==> config.mk <==
export PLATFORM = sky130hd
export DESIGN_NAME = uart_tx_frame
export DESIGN_NICKNAME = d
export VERILOG_FILES = /design/src/rtl/uart_tx_frame.sv
export SDC_FILE = /design/constraint.sdc
export NUM_CORES = 1
export LEC_CHECK = 0
export CAP_MARGIN = 5
export CORE_MARGIN = 3
export CORE_UTILIZATION = 50
export DETAILED_ROUTE_END_ITERATION = 8
export PLACE_DENSITY = 0.8
export REMOVE_ABC_BUFFERS = 1
export SLEW_MARGIN = 20
export SYNTH_ARGS = -nofsm -noshare
export SYNTH_HDL_FRONTEND = slang
export SYNTH_SLANG_ARGS = --single-unit
==> constraint.sdc <==
create_clock -name CLK -period 2.2 [get_ports CLK]
set_input_delay 0.22 -clock CLK [delete_from_list [all_inputs] [get_ports CLK]]
set_output_delay 0.22 -clock CLK [all_outputs]
set_load 0.1 [all_outputs]
==> src/rtl/uart_tx_frame.sv <==
// UART transmitter: serialises a latched word as start bit, LSB-first data,
// optional even/odd parity and one stop bit, with an internal bit-rate prescaler.
module uart_tx_frame #(
    parameter int DATA_WIDTH = 8,
    parameter int PRESCALE   = 1
) (
    input  logic                  CLK,
    input  logic                  RST,
    input  logic [DATA_WIDTH-1:0] P_DATA,
    input  logic                  Data_Valid,
    input  logic                  PAR_EN,
    input  logic                  PAR_TYP,
    output logic                  TX_OUT,
    output logic                  Busy,
    output logic [2:0]            dbg_state_o
);

    localparam int PW = (PRESCALE > 1) ? $clog2(PRESCALE) : 1;
    localparam int BW = $clog2(DATA_WIDTH);
    localparam logic [PW-1:0] PRE_LAST = PW'(PRESCALE - 1);
    localparam logic [BW-1:0] BIT_LAST = BW'(DATA_WIDTH - 1);

    typedef enum logic [2:0] {
        IDLE   = 3'd0,
        START  = 3'd1,
        DATA   = 3'd2,
        PARITY = 3'd3,
        STOP   = 3'd4
    } state_t;

    state_t                state_q, state_d;
    logic [PW-1:0]         pre_cnt_q, pre_cnt_d;
    logic [BW-1:0]         bit_cnt_q, bit_cnt_d;
    logic [DATA_WIDTH-1:0] data_q, data_d;
    logic                  par_en_q, par_en_d;
    logic                  par_typ_q, par_typ_d;
    logic                  tx_q, tx_d;
    logic                  busy_q, busy_d;

    logic                  bit_end;
    logic [BW-1:0]         bit_nxt;
    logic                  par_bit;

    assign bit_end = (pre_cnt_q == PRE_LAST);
    assign bit_nxt = bit_cnt_q + 1'b1;
    // Parity comes only from the latched copy, so mid-frame input changes are harmless.
    assign par_bit = (^data_q) ^ par_typ_q;

    // Each output is computed one cycle early so TX_OUT/Busy come straight from flops.
    always_comb begin
        state_d   = state_q;
        pre_cnt_d = pre_cnt_q;
        bit_cnt_d = bit_cnt_q;
        data_d    = data_q;
        par_en_d  = par_en_q;
        par_typ_d = par_typ_q;
        tx_d      = tx_q;
        busy_d    = busy_q;
        case (state_q)
            IDLE: begin
                tx_d   = 1'b1;
                busy_d = 1'b0;
                if (Data_Valid) begin
                    data_d    = P_DATA;
                    par_en_d  = PAR_EN;
                    par_typ_d = PAR_TYP;
                    pre_cnt_d = '0;
                    state_d   = START;
                    tx_d      = 1'b0;
                    busy_d    = 1'b1;
                end
            end
            START: begin
                if (bit_end) begin
                    pre_cnt_d = '0;
                    bit_cnt_d = '0;
                    state_d   = DATA;
                    tx_d      = data_q[0];
                end else begin
                    pre_cnt_d = pre_cnt_q + 1'b1;
                end
            end
            DATA: begin
                if (bit_end) begin
                    pre_cnt_d = '0;
                    if (bit_cnt_q == BIT_LAST) begin
                        if (par_en_q) begin
                            state_d = PARITY;
                            tx_d    = par_bit;
                        end else begin
                            state_d = STOP;
                            tx_d    = 1'b1;
                        end
                    end else begin
                        bit_cnt_d = bit_nxt;
                        tx_d      = data_q[bit_nxt];
                    end
                end else begin
                    pre_cnt_d = pre_cnt_q + 1'b1;
                end
            end
            PARITY: begin
                if (bit_end) begin
                    pre_cnt_d = '0;
                    state_d   = STOP;
                    tx_d      = 1'b1;
                end else begin
                    pre_cnt_d = pre_cnt_q + 1'b1;
                end
            end
            STOP: begin
                if (bit_end) begin
                    pre_cnt_d = '0;
                    state_d   = IDLE;
                    tx_d      = 1'b1;
                    busy_d    = 1'b0;
                end else begin
                    pre_cnt_d = pre_cnt_q + 1'b1;
                end
            end
            default: begin
                state_d = IDLE;
                tx_d    = 1'b1;
                busy_d  = 1'b0;
            end
        endcase
    end

    always_ff @(posedge CLK) begin
        if (RST) begin
            state_q   <= IDLE;
            pre_cnt_q <= '0;
            bit_cnt_q <= '0;
            data_q    <= '0;
            par_en_q  <= 1'b0;
            par_typ_q <= 1'b0;
            tx_q      <= 1'b1;
            busy_q    <= 1'b0;
        end else begin
            state_q   <= state_d;
            pre_cnt_q <= pre_cnt_d;
            bit_cnt_q <= bit_cnt_d;
            data_q    <= data_d;
            par_en_q  <= par_en_d;
            par_typ_q <= par_typ_d;
            tx_q      <= tx_d;
            busy_q    <= busy_d;
        end
    end

    assign TX_OUT      = tx_q;
    assign Busy        = busy_q;
    assign dbg_state_o = state_q;

endmodule

* Word level (Yosys, flattened, before mapping) *
Index checks and enable logic that the tools add are counted.

cells by class
  add/sub/neg operators = 2
  $lt $le $gt $ge = 1
  equal/unequal tests = 13
  muxes and demuxes = 26
  bitwise operators = 2
  reduce and logical (&&, ||, !) cells = 13

operators with widths
  kind                   number
  $mux W3                9
  $ne A2 B2 Y1 const B   8
  $pmux W3 S5            1
  $mux W1                11
  $reduce_xor A8 Y1      1
  $eq A3 B2 Y1 const B   2
  $eq A3 B3 Y1 const B   2
  $pmux W3 S2            1
  $reduce_and A2 Y1      3
  $reduce_and A6 Y1      1
  $lt A3 B4 Y1 const B   1
  $pmux W1 S4            1
  $reduce_and A4 Y1      1
  $reduce_bool A2 Y1     2
  $reduce_or A4 Y1       1
  $add A3 B1 Y3 const B  1
  $bmux W1 S3            1
  $eq A3 B1 Y1 const B   1
  $logic_not A3 Y1       1
  $pmux W1 S3            1
  $reduce_and A3 Y1      1
  $reduce_or A3 Y1       1
  $pmux W1 S2            1
  $reduce_or A2 Y1       1
  3 further kinds        3

storage, ports and cells
  flip-flop bits (word level) = 19
  input port bits = 13
  output and inout port bits = 5
  word-level logic and storage cells = 65

* Logic depth before layout (Yosys ltp) *
Gate-level depths: netlist of run 1.

  depth after elaboration = 6
  gate-level depth with buffers = 6
  depth with buffers taken out = 6

* Worst setup path after synthesis of run 1 *
No wires, ideal clock.

  path kind = register -> register
  start = reg state_q[1], in the netlist dbg_state_o[1]
  end = reg bit_cnt_q[0]
  setup time = 0.128 ns
  arrival time = 1.995 ns
  path slack = 0.077 ns
  stages on the path, launching flop included = 6
  buffers on the path = 1
  path through = dfxtp_1 -> buf_6 -> or3b_1 -> a21oi_4 -> mux2i_1 -> nor2_1

on the way
  longest elaborated chain between the ends = 3
  elaborated cells on any way between the ends = 8
  those cells by class = eq/ne: 5; mux: 1; reduce/logical: 2

RTL lines
  item                                                                        line  source
  from (decl)                                                                 31    state_t state_q, state_d;
  from (signal assigned)                                                      140   state_q <= state_d;
  $eq A3 B2 Y1 / $eq A3 B1 Y1 (equally long branches)                         59    case (state_q)
  $ne A2 B2 Y1 (no source line) / $reduce_bool A2 Y1 (equally long branches)  n/a
  $reduce_and A4 Y1 (no source line)                                          n/a
  to (signal assigned)                                                        142   bit_cnt_q <= bit_cnt_d;
  to (decl)                                                                   33    logic [BW-1:0] bit_cnt_q, bit_cnt_d;

Parallel ways exist; a longest one is shown, timed or not.
A chain may end at the register's enable or synchronous reset.

* Worst setup path in the final report of run 1 *
  start = reg bit_cnt_q[0]
  end = reg tx_q, in the netlist TX_OUT

on the way
  longest elaborated chain between the ends = 6
  elaborated cells on any way between the ends = 7
  those cells by class = add/sub: 1; eq/ne: 1; mux: 5

RTL lines
  item                           line  source
  $add A3 B1 Y3                  45    assign bit_nxt = bit_cnt_q + 1'b1;
  $bmux W1 S3                    96    tx_d = data_q[bit_nxt];
  $mux W1 (not written as such)  96
  $mux W1 *                      86    if (bit_cnt_q == BIT_LAST) begin
  $mux W1 *                      84    if (bit_end) begin
  $pmux W1 S4 *                  59
  to (signal assigned)           146   tx_q <= tx_d;
  to (decl)                      37    logic tx_q, tx_d;

Every way passes the cells marked *; elsewhere a longest branch is shown, timed or not. The select of a mux whose other input is x is not followed.

==> metrics.cfg, run 1 <==
[drt]
avgViaCountPerCell=5.25
num_vias=772
post-route-drc-count=0
detail_route.iter0.violations=11
first_pass_iters=4
wl_per_cell_um=13.8
antenna_violating_nets_post_route=0
route.final.wire_length_mm=2.02

[setup_path]
crit_fanout=5
worstPathCellList=ha_1 -> ha_1 -> mux2_2 -> mux4_2 -> o21ai_1 -> a21oi_2
crit_path_frequent_cell=sky130_fd_sc_hd__ha_1
slowest_delay_ns=0.46
timing.critical_path.required_ns=2.40
setup.worst_path.class=reg2reg
timing.critical_path.arrival_ns=2.29
reg2reg_from=bit_cnt_q[0]
reg2regPathDepth=6
reg2reg_to=TX_OUT
delay_heaviest_family_cp=multiplexers
worst-r2r-setup-slack_ns=0.11
setup.worst_path.end_class=flop
cp_slowest_cell=sky130_fd_sc_hd__mux4_2
launching_element_type_of_the_critical_path=flop
worst-path-buf-inv=0

[grt]
first_pass_grt_wire_length_mm=3.45
grt.met3_usage=0.0356
grt_max_degree=14
overflow=0
via_count_of_the_first_global_routing_pass=749
gr-usage-met2=0.317
grt.busiest_layer=met2
grt_antenna_before_repair=0
grt_util_met1=0.215
grt.total_usage=0.183

[cts]
cts.sink_count=18
cts_repair_resize_count=0
tritoncts_clock_tree=built
cts-hold-fix-buffers=0
cts.repair_timing.setup_buffer_count=0
clock_path_buffers=2
clock_tree.root_cell=sky130_fd_sc_hd__clkbuf_4
cts_made_buffers=3
clock_latency_ns=0.30
cts_max_level=1
worst_setup_hold_path_clk_slew_ns=0.11

[layout]
layout.nets=138
layout-drive-gt1-share=0.197
antenna-diode-count=0
syn2layout_area_growth_pct=22.2
design_area_um2=1190
final_core_util=0.668

[worst_hold_path]
holdPathEnd=par_typ_q
hold_start=PAR_TYP
holdCritPathClass=in2reg
min_delay_path_depth=3

[sta]
hold_violations=0
final_max_slew_viol_count=0
worst_slew_pin_slew_ns=0.415
period_needed_ns=2.09
clock_skew_ns=0.00297
worst_slew_margin_rel=0.723
finalSetupTns_ns=0
clock.fmax_mhz=478
grt_setup_unrepaired=false
setup_violation_total_in_the_final_timing_report=0
fin_crit_sh=0.951

[floorplan]
num_io_pins=18
die_area_um2=2520
start_util=0.547
core_region_area_um2=1780
die_x_um=50.2
rows=15
floorplan.die.height_um=50.2

[logic_synthesis]
synth_cells=103
yosys_register_bits=18
ys_top_cells_by_area=sky130_fd_sc_hd__dfxtp_1 37%, sky130_fd_sc_hd__nand2_1 8.5%, sky130_fd_sc_hd__a21oi_1 7.7%, sky130_fd_sc_hd__xnor3_1 4.6%, sky130_fd_sc_hd__mux2_2 3.5%
synth-seq-area-share=0.370
post_synth_instance_area_um2=975
synth_top_area_frac=0.370
synth.avg_cell_area_um2=9.46
yosysWarnings=0
synthDominantAreaCellType=sky130_fd_sc_hd__dfxtp_1
yosysUniqueCellTypes=36

[placement]
port_buffers=17
gp_routability_congestion=0.796
place_hpwl_mm=1.50
dpl_cell_area_um2=1150

[pwr]
p_sw_mw=0.238
power.share.sequential=0.475
swShare=0.307
finalPower_mw=0.777
share_comb_of_total_power=0.257
pwr-share-clk=0.268
power_density_relative_to_cell_area_nw_per_um2=652
leakage_nw=0.473
power.ir.vdd_worst_v=0.000432
internal-power_mw=0.538

[outcome]
outcome=finished clean

[job]
max-cap-violations=0

[per-stage QoR]
stage	hold slack, ns	worst slack (ns)	instances
6_report	0.457	0.108	147
4_1_cts	0.452	0.0880	147
3_3_place_gp	0.460	0.182	143
5_1_grt	0.459	0.0239	147
3_5_place_dp	0.464	0.109	143
2_1_floorplan	0.289	-0.00476	99
[state kept, by name, summed over array words and instances, names as in the netlist]
| register | cells |
|---|---|
| data_q | 8 |
| par_typ_q | 1 |
| bit_cnt_q | 3 |
| dbg_state_o | 3 |
| Busy | 1 |
| par_en_q | 1 |
| TX_OUT | 1 |
[cells in the final DEF (no fill, tap or decap), drive strengths merged, types with 2 or more instances in the layout]
cell type / Yosys / layout
nand2: 22 / 22
dfxtp: 18 / 18
a21oi: 17 / 17
clkdlybuf4s50: 0 / 12
buf: 2 / 7
nor2: 5 / 5
mux2: 5 / 5
clkbuf: 2 / 4
mux2i: 3 / 3
inv: 2 / 2
nor3: 2 / 2
xnor3: 2 / 2
a2111oi: 2 / 2
xnor2: 2 / 2
ha: 2 / 2
o21ai: 2 / 2
or3b: 2 / 2
and2: 2 / 2
[per-layer routing]
layer	part of all wire	wire length (um)
met2	0.48	966
met3	0.040	81
met1	0.46	937
met5	0	0
met4	0.019	38
[cell type report]
class / count / area (um2)
Fill cell: 148 / 592
Multi-Input combinational cell: 79 / 583
Sequential cell: 18 / 360
Timing Repair Buffer: 19 / 173
Clock buffer: 4 / 36.3
Tap cell: 25 / 31.3
Inverter: 2 / 7.51
[power groups by stage]
stage	sequential, mW	clock [mW]	combinational, mW
6_report	0.369	0.208	0.200
5_1_grt	0.373	0.228	0.213
4_1_cts	0.369	0.212	0.202
3_5_place_dp	0.377	0	0.200
3_3_place_gp	0.375	0	0.197
2_1_floorplan	0.415	0	0.101
[cells by family (layout without fill, tap and decap cells)]
| group | count (synthesis) | count (layout) | share of synthesized area |
|---|---|---|---|
| and+or+nand+nor | 39 | 39 | 0.199 |
| xor gates and xnor gates | 6 | 6 | 0.0976 |
| AOI/OAI and AO/OA | 23 | 23 | 0.160 |
| muxes | 9 | 9 | 0.116 |
| buffers and inverters | 6 | 25 | 0.0321 |
| DFF | 18 | 18 | 0.370 |
| adders and majority gates | 2 | 2 | 0.0257 |
[cell usage after synthesis]
library cell / n
sky130_fd_sc_hd__nand2_1: 22
sky130_fd_sc_hd__dfxtp_1: 18
sky130_fd_sc_hd__a21oi_1: 15
sky130_fd_sc_hd__nor2_1: 5
sky130_fd_sc_hd__mux2_2: 3
sky130_fd_sc_hd__mux2i_1: 3
sky130_fd_sc_hd__a2111oi_2: 2
sky130_fd_sc_hd__clkbuf_1: 2
sky130_fd_sc_hd__ha_1: 2
sky130_fd_sc_hd__inv_1: 2
sky130_fd_sc_hd__nor3_1: 2
sky130_fd_sc_hd__xnor2_1: 2
sky130_fd_sc_hd__xnor3_1: 2
sky130_fd_sc_hd__a211o_1: 1
sky130_fd_sc_hd__a21oi_2: 1
sky130_fd_sc_hd__a21oi_4: 1
sky130_fd_sc_hd__and2_1: 1
sky130_fd_sc_hd__and2_2: 1
sky130_fd_sc_hd__buf_2: 1
sky130_fd_sc_hd__buf_6: 1
sky130_fd_sc_hd__mux2_1: 1
sky130_fd_sc_hd__mux2_4: 1
sky130_fd_sc_hd__mux4_2: 1
sky130_fd_sc_hd__nand2b_1: 1
sky130_fd_sc_hd__nand3b_1: 1
sky130_fd_sc_hd__nor2b_1: 1
sky130_fd_sc_hd__nor3b_1: 1
sky130_fd_sc_hd__nor4b_2: 1
sky130_fd_sc_hd__o21ai_0: 1
sky130_fd_sc_hd__o21ai_1: 1
sky130_fd_sc_hd__o21bai_1: 1
sky130_fd_sc_hd__or2_2: 1
sky130_fd_sc_hd__or3b_1: 1
sky130_fd_sc_hd__or3b_4: 1
sky130_fd_sc_hd__xor2_1: 1
sky130_fd_sc_hd__xor3_1: 1
[worst min-delay path: cells and delay by family]
| kind | cells | cell delay [ns] |
|---|---|---|
| buffers and inverters | 1 | 0.39 |
| AND/OR/NAND/NOR | 1 | 0.05 |
| AO/OA/AOI/OAI | 1 | 0.05 |
[worst max-delay path by stage]
stage | from | slack (ns) | depth (start not counted) | end
CTS | bit_cnt_q[0] | 0.09 | 6 | TX_OUT
global route | bit_cnt_q[0] | 0.02 | 6 | TX_OUT
global placement | bit_cnt_q[0] | 0.18 | 6 | TX_OUT
detailed placement | bit_cnt_q[0] | 0.11 | 6 | TX_OUT
floorplan | dbg_state_o[0] | -0.005 | 4 | TX_OUT
finish | bit_cnt_q[0] | 0.11 | 6 | TX_OUT
No activity file was read; power rests on OpenSTA's default activity.
==> inputs of run 2 (changes only) <==
- CELL_PAD_IN_SITES_DETAIL_PLACEMENT: unset -> 0
- CELL_PAD_IN_SITES_GLOBAL_PLACEMENT: unset -> 1
- CORE_UTILIZATION: 50 -> 38
- CTS_CLUSTER_SIZE: unset -> 20
==> metrics.cfg, run 2 (synthesis gave the netlist of run 1 again) <==
[setup_path]
reg2reg_from=bit_cnt_q[0]
setup.worst_path.class=reg2reg
timing.critical_path.required_ns=2.39  ; about the same
timing.critical_path.arrival_ns=2.24  ; -0.05 ns
crit_fanout=5  ; unchanged
launching_element_type_of_the_critical_path=flop
setup.worst_path.end_class=flop
critical_path.startpoint=bit_cnt_q[0]

[sta]
period_needed_ns=2.05  ; -0.0460 ns
fin_crit_sh=0.930  ; -0.0209
setup_violation_total_in_the_final_timing_report=0  ; unchanged
final_max_slew_viol_count=0  ; unchanged
hold_violations=0  ; unchanged
worst_slew_margin_rel=0.750  ; +0.0275
worst_slew_pin_slew_ns=0.374  ; -0.0412 ns
hold_slack_ns=0.463  ; +0.00507 ns
clock.fmax_mhz=489  ; +2.2%
finalSetupTns_ns=0  ; unchanged
grt_setup_unrepaired=false
clock_skew_ns=0.00168  ; -0.00129 ns

[placement]
gp_routability_congestion=0.721  ; -9.5%
place_hpwl_mm=1.41  ; -6.1%
dpl_cell_area_um2=1160  ; +0.32%
placedCellCount=146  ; +2.1%
port_buffers=17  ; unchanged

[worst_hold_path]
hold_start=PAR_EN
holdCritPathClass=in2reg

[floorplan]
num_io_pins=18  ; unchanged
rows=17  ; +2
die_x_um=56.6  ; +13%
core_region_area_um2=2320  ; +30%
floorplan.die.height_um=56.6  ; +13%
start_util=0.420  ; -0.126
die_area_um2=3210  ; +28%

[outcome]
outcome=finished clean

[pwr]
pwr-share-clk=0.264  ; -0.004
p_sw_mw=0.229  ; -4.1%
finalPower_mw=0.767  ; -1.3%
power.ir.vdd_worst_v=0.000383  ; -11%
swShare=0.298  ; -0.00874
leakage_nw=0.473  ; unchanged
share_comb_of_total_power=0.257  ; about the same
power.share.sequential=0.479  ; +0.004
internal-power_mw=0.538  ; about the same
power_density_relative_to_cell_area_nw_per_um2=642  ; -1.6%

[cts]
cts_made_buffers=3  ; unchanged
cts_max_level=1  ; unchanged
cts_repair_resize_count=0  ; unchanged
clock_tree.root_cell=sky130_fd_sc_hd__clkbuf_4
cts-hold-fix-buffers=0  ; unchanged
cts.repair_timing.setup_buffer_count=0  ; unchanged
clock_latency_ns=0.29  ; about the same
clock_path_buffers=2  ; unchanged
worst_setup_hold_path_clk_slew_ns=0.10  ; about the same
tritoncts_clock_tree=built
cts.sink_count=18  ; unchanged

[layout]
mostFrequentLayoutCells=22 x sky130_fd_sc_hd__nand2_1, 18 x sky130_fd_sc_hd__dfxtp_1, 15 x sky130_fd_sc_hd__a21oi_1
design_area_um2=1190  ; +0.32%
layout-drive-gt1-share=0.197  ; unchanged
layout.cells.most_common=sky130_fd_sc_hd__nand2_1
syn2layout_area_growth_pct=22.6
layoutNonFillerInstCount=150  ; +2.0%
largest_register_by_flop_count=data_q
antenna-diode-count=0  ; unchanged
layout.nets=138  ; unchanged
largest_register_ff_count=8  ; unchanged

[drt]
detail_route.iter0.violations=9  ; -2
antenna_violating_nets_post_route=0  ; unchanged
first_pass_iters=3  ; -1
num_vias=751  ; -2.7%
avgViaCountPerCell=5.01  ; -4.7%
post-route-drc-count=0  ; unchanged
wl_per_cell_um=11.8  ; -14%
route.final.wire_length_mm=1.77  ; -13%

[grt]
grt_max_degree=14  ; unchanged
via_count_of_the_first_global_routing_pass=699  ; -6.7%
grt_antenna_before_repair=0  ; unchanged
grt.total_usage=0.118  ; -0.0644
first_pass_grt_wire_length_mm=2.98  ; -14%
overflow=0  ; unchanged

[job]
max-cap-violations=0  ; unchanged

run 2: final timing paths:
path,cells past startpoint,to,slack (ns)
setup / recovery,6,TX_OUT,0.15
hold / removal,3,par_en_q,0.46
setup reg to reg,6,TX_OUT,0.15
hold reg to reg,2,par_typ_q,0.48
run 2: final cells by class:
cell class              count  area, um2
clock buffers               4       36.3
fillers                   225       1120
inverters                   2       7.51
flip-flops and latches     18        360
well taps                  28       35.0
repair buffers             19        173
multi-input cells          79        583
run 2: routing by layer:
| metal | wire (um) | global-route usage | up-vias |
|---|---|---|---|
| met5 | 0 | 0 | - |
| met4 | 11 | 0.0203 | 0 |
| met3 | 106 | 0.0437 | 2 |
| met2 | 863 | 0.210 | 17 |
| met1 | 786 | 0.136 | 340 |
| li1 | - | - | 392 |
run 2: power by group through the flow:
| stage | sequential [mW] | clock, mW | combinational, mW |
|---|---|---|---|
| detailed placement | 0.376 | 0 | 0.199 |
| CTS | 0.368 | 0.211 | 0.199 |
| global placement | 0.376 | 0 | 0.196 |
| global route | 0.371 | 0.224 | 0.212 |
| finish | 0.368 | 0.202 | 0.197 |
| floorplan | 0.415 | 0 | 0.101 |
run 2: through the flow:
stage	utilization	setup WS (ns)
after detailed placement	0.500	0.140
after CTS	0.515	0.126
after global routing	0.515	0.0511
after global placement	0.500	0.175
final	0.515	0.154
after floorplan	-	-0.00476
run 2: critical path, cell delays in order, from the launching register on:
cell	delay (ns)
sky130_fd_sc_hd__dfxtp_1	0.36
sky130_fd_sc_hd__ha_1	0.21
sky130_fd_sc_hd__ha_1	0.36
sky130_fd_sc_hd__mux2_2	0.35
sky130_fd_sc_hd__mux4_2	0.45
sky130_fd_sc_hd__o21ai_1	0.16
sky130_fd_sc_hd__a21oi_2	0.07
==> inputs of run 3 (changes only) <==
- CAP_MARGIN: 5 -> 25
- clock period: 2.2 -> 2.3 ns (I/O delays scaled with it)
==> results of run 3 <==
The final DEF is identical to that of run 2. Status: finished clean.
Main changes from that run: setup slack after placement 0.140 ns -> 0.240 ns; setup slack after layout 0.154 ns -> 0.254 ns; hold slack 0.463 ns -> 0.473 ns; register-to-register setup slack 0.15 ns -> 0.25 ns; total power 0.767 mW -> 0.733 mW; worst IR drop on VDD 0.000383 V -> 0.000366 V
